$ cat src/rtl/flit_packetizer.sv
// Flit packetizer: turns a header + N body words into HEAD/BODY/TAIL flits
// on a registered valid/ready push port toward the per-port flit FIFO.
module flit_packetizer #(
  parameter int FLIT_W   = 64,
  parameter int HDR_W    = 32,
  parameter int LEN_W    = 4,
  parameter int MAX_BODY = 8
) (
  input  logic              clk,
  input  logic              rst_n,
  input  logic              pkt_valid,
  output logic              pkt_ready,
  input  logic [HDR_W-1:0]  pkt_header,
  input  logic [LEN_W-1:0]  pkt_len,
  input  logic              body_valid,
  output logic              body_ready,
  input  logic [FLIT_W-3:0] body_data,
  output logic              flit_valid,
  input  logic              flit_ready,
  output logic [FLIT_W-1:0] flit_out,
  output logic              busy,
  output logic              len_err
);

  localparam int PW = FLIT_W - 2;

  localparam logic [1:0] T_HEAD = 2'b00;
  localparam logic [1:0] T_BODY = 2'b01;
  localparam logic [1:0] T_TAIL = 2'b10;
  localparam logic [1:0] T_HT   = 2'b11;

  typedef enum logic {
    IDLE,
    BODY
  } state_t;

  state_t           state;
  logic [7:0]       pkt_id;
  logic [LEN_W-1:0] remaining;

  logic          load_ok;
  logic          pkt_fire;
  logic          body_fire;
  logic          len_bad;
  logic          last_word;
  logic [PW-1:0] head_pl;

  assign load_ok    = !flit_valid || flit_ready;
  assign pkt_ready  = (state == IDLE) && load_ok;
  assign body_ready = (state == BODY) && load_ok;
  assign pkt_fire   = pkt_valid && pkt_ready;
  assign body_fire  = body_valid && body_ready;
  assign len_bad    = pkt_len > LEN_W'(MAX_BODY);
  assign last_word  = remaining == LEN_W'(1);
  assign busy       = state != IDLE;

  always_comb begin
    head_pl                   = '0;
    head_pl[PW-1 -: 8]        = pkt_id;
    head_pl[PW-9 -: LEN_W]    = pkt_len;
    head_pl[HDR_W-1:0]        = pkt_header;
  end

  always_ff @(posedge clk or negedge rst_n) begin
    if (!rst_n) begin
      state      <= IDLE;
      pkt_id     <= '0;
      remaining  <= '0;
      flit_valid <= 1'b0;
      flit_out   <= '0;
      len_err    <= 1'b0;
    end else begin
      len_err <= 1'b0;
      if (pkt_fire && len_bad) begin
        // oversized descriptor is consumed but produces no flit
        len_err <= 1'b1;
        if (flit_ready) flit_valid <= 1'b0;
      end else if (pkt_fire) begin
        flit_valid <= 1'b1;
        pkt_id     <= pkt_id + 8'd1;
        if (pkt_len == '0) begin
          flit_out <= {T_HT, head_pl};
        end else begin
          flit_out  <= {T_HEAD, head_pl};
          remaining <= pkt_len;
          state     <= BODY;
        end
      end else if (body_fire) begin
        flit_valid <= 1'b1;
        flit_out   <= {last_word ? T_TAIL : T_BODY, body_data};
        remaining  <= remaining - LEN_W'(1);
        if (last_word) state <= IDLE;
      end else if (flit_ready) begin
        flit_valid <= 1'b0;
      end
    end
  end

endmodule

$ cat config.mk
export PLATFORM = sky130hd
export DESIGN_NAME = flit_packetizer
export DESIGN_NICKNAME = d
export VERILOG_FILES = /design/src/rtl/flit_packetizer.sv
export SDC_FILE = /design/constraint.sdc
export NUM_CORES = 1
export LEC_CHECK = 0
export CAP_MARGIN = 20
export CORE_MARGIN = 1.5
export CORE_UTILIZATION = 35
export DETAILED_ROUTE_END_ITERATION = 6
export DONT_BUFFER_PORTS = 1
export HOLD_SLACK_MARGIN = 0.06
export MAX_ROUTING_LAYER = met4
export PLACE_DENSITY = 0.61
export SLEW_MARGIN = 20
export SYNTH_ARGS = -nofsm -noshare
export SYNTH_HDL_FRONTEND = slang
export SYNTH_SLANG_ARGS = --single-unit
export TNS_END_PERCENT = 20
$ cat constraint.sdc
create_clock -name clk -period 3.6 [get_ports clk]
set_input_delay 0.72 -clock clk [delete_from_list [all_inputs] [get_ports clk]]
set_output_delay 0.72 -clock clk [all_outputs]
set_load 0.02 [all_outputs]
# After elaboration in Yosys (flattened, before gate mapping)
# Index checks and enable logic that the tools add are counted.
# W data, S select, Z words.
dict set report totals {
  reg_bits 79
  inputBits 103
  out_inout_bits 69
  word_cells 43
}
dict set report op_classes {
  addsub 2
  n_lt_le_gt_ge 1
  eq_ne 2
  muxes 16
  n_bitwise 2
  n_reduce_logical 14
}
# operator n
set ops {}
lappend ops {{$mux W64} 3}
lappend ops {{$mux W4} 3}
lappend ops {{$mux W1} 9}
lappend ops {{$add A8 B1 Y8 const B} 1}
lappend ops {{$logic_and A1 B1 Y1} 5}
lappend ops {{$eq A4 B1 Y1 const B} 1}
lappend ops {{$gt A4 B4 Y1 const B} 1}
lappend ops {{$logic_not A4 Y1} 1}
lappend ops {{$reduce_and A2 Y1} 2}
lappend ops {{$reduce_and A4 Y1} 1}
lappend ops {{$reduce_bool A2 Y1} 2}
lappend ops {{$sub A4 B1 Y4 const B} 1}
lappend ops {{$reduce_and A3 Y1} 1}
lappend ops {{$mux W2} 1}
lappend ops {{$ne A2 B2 Y1 const B} 1}
lappend ops {{$not A1 Y1} 2}
lappend ops {{$logic_not A1 Y1} 1}
lappend ops {{$logic_or A1 B1 Y1} 1}

# Logic depth before layout (Yosys ltp)
# Gate-level depths: netlist of run 1.
dict set report depth {
  ltp_word 7
  ltp_mapped 8
  ltp_nobuf 5
}

# Least setup slack after synthesis of run 1
# OpenSTA, ideal clock, no wires.
dict set report synth_timing {
  path_type {input port to output port}
  startpoint {input port flit_ready}
  endpoint {output port pkt_ready}
  arrival_time_ns 1.337
  required_ns 2.880
  path_slack_ns 1.543
  cell_stages 3
  path_buffers 1
  path_cell_list {nand2b_1 -> buf_2 -> nor2b_1}
}
dict set report synth_between {
  elab_chain_cells 2
}
# element line
set synth_rtl {}
lappend synth_rtl {{start: declaration} 19} ;# input logic flit_ready,
lappend synth_rtl {{$logic_or A1 B1 Y1} 48} ;# assign load_ok = !flit_valid || flit_ready;
lappend synth_rtl {{$logic_and A1 B1 Y1} 49} ;# assign pkt_ready = (state == IDLE) && load_ok;
lappend synth_rtl {{end: declaration} 12} ;# output logic pkt_ready,
# Every way passes these cells.

# Worst setup path in the final report of run 1
dict set report layout_timing {
  startpoint {register state (netlist: busy)}
  endpoint {register flit_out[29]}
}
dict set report layout_between {
  elab_chain_cells 6
  word_cells_on_any_way 10
  classes_between {1 x mux; 2 x bitwise; 7 x reduce/logical}
}
# element line
set layout_rtl {}
lappend layout_rtl {{start: declaration} 37} ;# state_t state;
lappend layout_rtl {{start signal: assignment} 66} ;# state <= IDLE;
lappend layout_rtl {{start signal: assignment} 86} ;# state <= BODY;
lappend layout_rtl {{start signal: assignment} 92} ;# if (last_word) state <= IDLE;
lappend layout_rtl {{$not A1 Y1} 49}
lappend layout_rtl {{$logic_and A1 B1 Y1} 49}
lappend layout_rtl {{$logic_and A1 B1 Y1} 51} ;# assign pkt_fire = pkt_valid && pkt_ready;
lappend layout_rtl {{$logic_and A1 B1 Y1} 74} ;# if (pkt_fire && len_bad) begin
lappend layout_rtl {{$not A1 Y1 (no line)} -}
lappend layout_rtl {{$reduce_and A2 Y1 (no line)} -}
lappend layout_rtl {{end signal: assignment} 82} ;# flit_out <= {T_HT, head_pl};
lappend layout_rtl {{end signal: assignment} 84} ;# flit_out <= {T_HEAD, head_pl};
lappend layout_rtl {{end signal: assignment} 90} ;# flit_out <= {last_word ? T_TAIL : T_BODY, body_data};
lappend layout_rtl {{end: declaration} 20} ;# output logic [FLIT_W-1:0] flit_out,
# Parallel ways exist; a longest one is shown, timed or not.
# A chain may end at the register's enable or synchronous reset.

==> impl_metrics.ini, run 1 <==
[hold_path]
hold_class = primary input to async pin

[sta]
finalHoldViolations = 0
period_needed_ps = 2680
setup_tns_ps = 0
relSlewSlack_pct = 50.46
maxSlewViolCount = 0
fmax_mhz = 373.1
clock_skew_ps = 6.159
setup_viol = 0
rsz0062_at_grt = no
worst_pin_slew_ps = 740.6
final.period_utilization_pct = 74.45

[floorplanning]
die_w_um = 109.5
num_rows = 38
start_util_pct = 36.27
die_h_um = 109.5
core_area_mm2 = 0.01094
dieArea_mm2 = 0.01198
pin_count = 172

[synthesis]
ys_types = 40
yosysMostFrequentCell = dfrtp_1
netlist_instances = 363
synth_common_cells = dfrtp_1, nand2_1, nor3_1
mappedNetlistArea_mm2 = 0.003966
avgSynthCellArea_um2 = 10.93
synth_edf_count = 0
syn_nets = 469
ys_dominant_reg_cell = dfrtp_1
yosys-top-cells-area = dfrtp_1, a31oi_4, nand2_1
yosysWarnings = 0
yosysSeqAreaShare_pct = 49.84
synth_top_area_share_pct = 49.84
synth-async-reset-ratio_pct = 100.0
yosysTopAreaCell = dfrtp_1
synth-seq-cells = 79

[grt]
use_met1_pct = 19.79
antenna_found_initial = 0
grt_use_total_pct = 16.91
overflow = 0
grt_pass1_vias = 2783
grt_start_max_net_pins = 80
use_met3_pct = 4.683
grt_pass1_wl_um = 14870
grt_use_met2_pct = 27.06
top_usage_layer = met2

[power]
vdd_drop_max_mv = 0.3793
power.leakage_uw = 0.001774
seqPwrFrac_pct = 47.6
p_per_area_mw_per_mm2 = 1017
combPwrFrac_pct = 28.9
p_sw_share_pct = 42.51
p_switching_uw = 1885
p_int_uw = 2550
p_clk_share_pct = 23.5

[clocking]
clock_latency_ps = 330
clock_path_buffers = 2
numCtsBuffers = 9
clkTransAtPathRegs_ps = 60
cts_tree = yes
clockRootBuffer = clkbuf_16
htree_levels = 3
cts_sinks = 79

[worst_setup_path]
crit_fanout = 28
end_kind = flop
r2r_start = busy
reg2reg_depth = 5
arrival_ps = 2870
worstPathRequired_ps = 3790
worst_r2r_endpoint = flit_out[29]
cp-start-kind = flop
reg2reg_setup_slack_ps = 920
crit_type = flop to flop

[final_layout]
synthToLayoutAreaGrowth_pct = 9.905
diodes = 0
seqCellArea_mm2 = 0.001977
final_util_pct = 39.86
n_fill_cell = 1058
drive_above_1_share_pct = 16.90
fin_nets = 456
multi_input_area_mm2 = 0.001770

[run]
cap_violations = 0

[drt]
drtAntennaViolNets = 0
drc = 0
vias_per_cell = 5.560
drtPass1Iterations = 4
drt-wirelength-per-cell_um = 20.31
wl_um = 10050
first_iter_violations = 165
vias = 2752

[place]
place.gp.congestion = 0.6913
place_hpwl_um = 7040
numPortBuffers = 0

[status]
outcome = completed
==> worst max path at each step <==
| stage | from | cells after the start | to |
|---|---|---|---|
| finish | busy | 5 | flit_out[29] |
| global route | busy | 5 | flit_out[29] |
| CTS | busy | 5 | flit_out[29] |
| detailed placement | flit_ready | 5 | flit_out[29] |
| global placement | flit_ready | 5 | flit_out[29] |
| floorplan | flit_ready | 3 | pkt_ready |
==> routing by layer <==
metal	share of wire (%)	vias to the layer above
met1	41	1355
li1	-	1269
met3	7.7	15
met5	0	-
met4	1.9	0
met2	50	113
==> what timing repair did <==
item | CTS | global route
hold buffers | 0 | 1
resized for setup | 0 | 0
buffers inserted | 0 | 0
hold endpoints to repair | 0 | 16
==> power by group through the flow <==
| stage | logic, µW | registers, µW | clock network [µW] |
|---|---|---|---|
| floorplan | 1160 | 2000 | 0 |
| global placement | 1250 | 2130 | 0 |
| detailed placement | 1300 | 2130 | 0 |
| CTS | 1300 | 2120 | 1070 |
| global route | 1430 | 2170 | 1120 |
| finish | 1280 | 2110 | 1040 |
==> layout by cell type (no fill, tap or decap), types with 6 or more instances in the layout <==
| cell type | instances |
|---|---|
| buf_4 | 6 |
| nor2_1 | 6 |
| a21oi_2 | 9 |
| mux2i_1 | 9 |
| a31oi_4 | 20 |
| a31oi_1 | 14 |
| a22o_1 | 19 |
| clkbuf_16 | 9 |
| dfrtp_1 | 79 |
| nand2_1 | 74 |
| nor3_1 | 49 |
==> final cells by class <==
class                           count  area share [%]
Sequential cell                    79           45.35
Multi-Input combinational cell    248           40.61
Clock buffer                        9           5.166
Tap cell                          140           4.018
Clock inverter                      7           2.784
Timing Repair Buffer                8           1.722
Inverter                            4          0.3444
==> through the flow <==
stage	area [µm²]	hold WS, ps	cells	total power, µW	setup WS, ps
3_5_place_dp	4003	426.8	478	3433	711.6
5_1_grt	4359	61.82	495	4715	743.1
6_report	4359	88.37	495	4435	919.9
4_1_cts	4349	68.83	494	4498	911.2
2_1_floorplan	3966	424.4	363	3164	1543
3_3_place_gp	4003	426.7	478	3379	761.6
==> sequential cells by signal, summed over array words and instances (netlist names) <==
name,cells
pkt_id,8
busy,1
len_err,1
flit_valid,1
remaining,4
flit_out,64
==> cell families after synthesis <==
kind of cell,after synthesis,share of synthesized area (%)
AND/OR/NAND/NOR,149,16.72
flip-flops,79,49.84
AO/OA/AOI/OAI,77,22.18
buffers and inverters,36,5.710
multiplexers,11,2.839
XOR/XNOR,8,1.767
adder cells (fa/ha/maj),3,0.9465
==> critical path: stages (launching register included) <==
cell,delay (ps)
dfrtp_1,520
nor2b_1,420
and3_2,650
or2_4,500
buf_12,290
a31oi_1,120
(Power assumes the default switching activity.)
==> run 2: changes to the inputs <==
clock period = 2.7 ns   (was 3.6 ns; I/O delays follow)
==> run 2 against run 1 <==
Routed wire length is 1.2% lower. Register-to-register slack worse by 300 ps. Non-clock buffer count is 7 higher. Global-route usage is 0.11 points lower. Combinational power is 42% higher. Clock-buffer cell count is 4 higher.
==> impl_metrics.ini, run 2 (same netlist as run 1, synthesis figures left out) <==
[final_layout]
multi_input_area_mm2 = 0.001770
final_util_pct = 40.42
diodes = 0
fin_nets = 463
top_register = flit_out
fin_cells = 502
reg.largest.list = flit_out x64, pkt_id x8, remaining x4
largest_register_ff_count = 64
drive_above_1_share_pct = 18.23
seqCellArea_mm2 = 0.001977
n_fill_cell = 1091
synthToLayoutAreaGrowth_pct = 11.45
final_common_cell = dfrtp_1
layout_common_cells = dfrtp_1, nand2_1, nor3_1

[drt]
vias_per_cell = 5.574
vias = 2798
drtAntennaViolNets = 0
drtPass1Iterations = 5
first_iter_violations = 161
drc = 0
wl_um = 9929
drt-wirelength-per-cell_um = 19.78

[sta]
worst_pin_slew_ps = 573.6
finalHoldViolations = 0
fmax_mhz = 481.7
final.period_utilization_pct = 76.89
relSlewSlack_pct = 61.76
setup_slack_ps = 624.0
setup_viol = 0
setup_tns_ps = 0
maxSlewViolCount = 0
clock_skew_ps = 6.393
period_needed_ps = 2076
rsz0062_at_grt = no

[place]
dp_worst_setup_slack_ps = 428.0
numPortBuffers = 0
place.gp.congestion = 0.7189
place_hpwl_um = 7186
place_inst = 485

[clocking]
htree_levels = 3
cts_sinks = 79
cts_hold_buf = 1
numCtsBuffers = 9
clkTransAtPathRegs_ps = 60
clockRootBuffer = clkbuf_16
cts_resized = 0
clock_latency_ps = 330
cts_setup_buffers = 0
cts_tree = yes
clock_path_buffers = 2

[floorplanning]
num_rows = 38
pin_count = 172
die_h_um = 109.5
start_util_pct = 36.27
dieArea_mm2 = 0.01198
core_area_mm2 = 0.01094
die_w_um = 109.5

[power]
power.leakage_uw = 0.001821
total_power_uw = 5920
p_per_area_mw_per_mm2 = 1339
vdd_drop_max_mv = 0.4300

[worst_setup_path]
arrival_ps = 2280
crit_type = flop to flop
worst-path-buf-inv = 1
worst_path_dominant_cell_family = simple AND/OR/NAND/NOR gates
crit_chain = nor2b_1, and3_2, or2_4, buf_12, a31oi_1
cp-start-kind = flop
crit_fanout = 17
slowest_delay_ps = 440
cp_slowest_cell = and3_2
end_kind = flop
worstPathRequired_ps = 2900

[grt]
grt_pass1_vias = 2777
grt_start_max_net_pins = 80
antenna_found_initial = 0
overflow = 0
grt_pass1_wl_um = 14650
grt_use_total_pct = 16.80

[status]
outcome = completed

[hold_path]
hold_class = primary input to async pin

[run]
cap_violations = 0
run 2: cell types whose count changed in the layout (fill, tap and decap cells not counted), sizes merged:
cell	previous run	this run
dlygate4sd3	1	0
bufinv	3	2
clkbuf	9	13
clkinvlp	3	0
buf	7	15
run 2: cell type report:
type | count | share of cell area, %
tap | 140 | 3.963
sequential | 79 | 44.72
timing repair buffer | 15 | 3.566
clock buffer | 13 | 5.887
clock inverter | 3 | 1.472
multi-input combinational | 248 | 40.05
inverter | 4 | 0.3397
run 2: where the power goes:
part | total, µW | internal (µW) | leakage, µW | switching, µW
Combinational | 1820 | 818 | 0.000743 | 1000
Sequential | 2780 | 1730 | 0.000919 | 1050
Clock | 1320 | 859 | 0.000160 | 458
run 2: final timing paths:
kind,start,endpoint,slack [ps],cells past startpoint
min reg2reg,pkt_id[7],pkt_id[7],480,1
min in group clk,body_data[46],flit_out[46],350,1
max reg2reg,busy,flit_out[2],620,5
max,busy,flit_out[2],620,5
max in group asynchronous,rst_n,flit_out[2],2280,1
min,rst_n,flit_out[46],100,1
run 2: routing by layer:
layer | wire (µm) | share of wire, % | track usage, %
met1 | 3950 | 40 | 19.11
met5 | 0 | 0 | -
met2 | 4957 | 50 | 27.91
met3 | 833 | 8.4 | 4.386
met4 | 187 | 1.9 | 7.236
run 2: metrics by stage:
step | hold slack [ps] | instance area (µm²)
global route | 110.2 | 4420
detailed placement | 246.4 | 4068
floorplan | 244.4 | 3966
global placement | 247.0 | 4068
finish | 102.3 | 4420
CTS | 118.2 | 4420
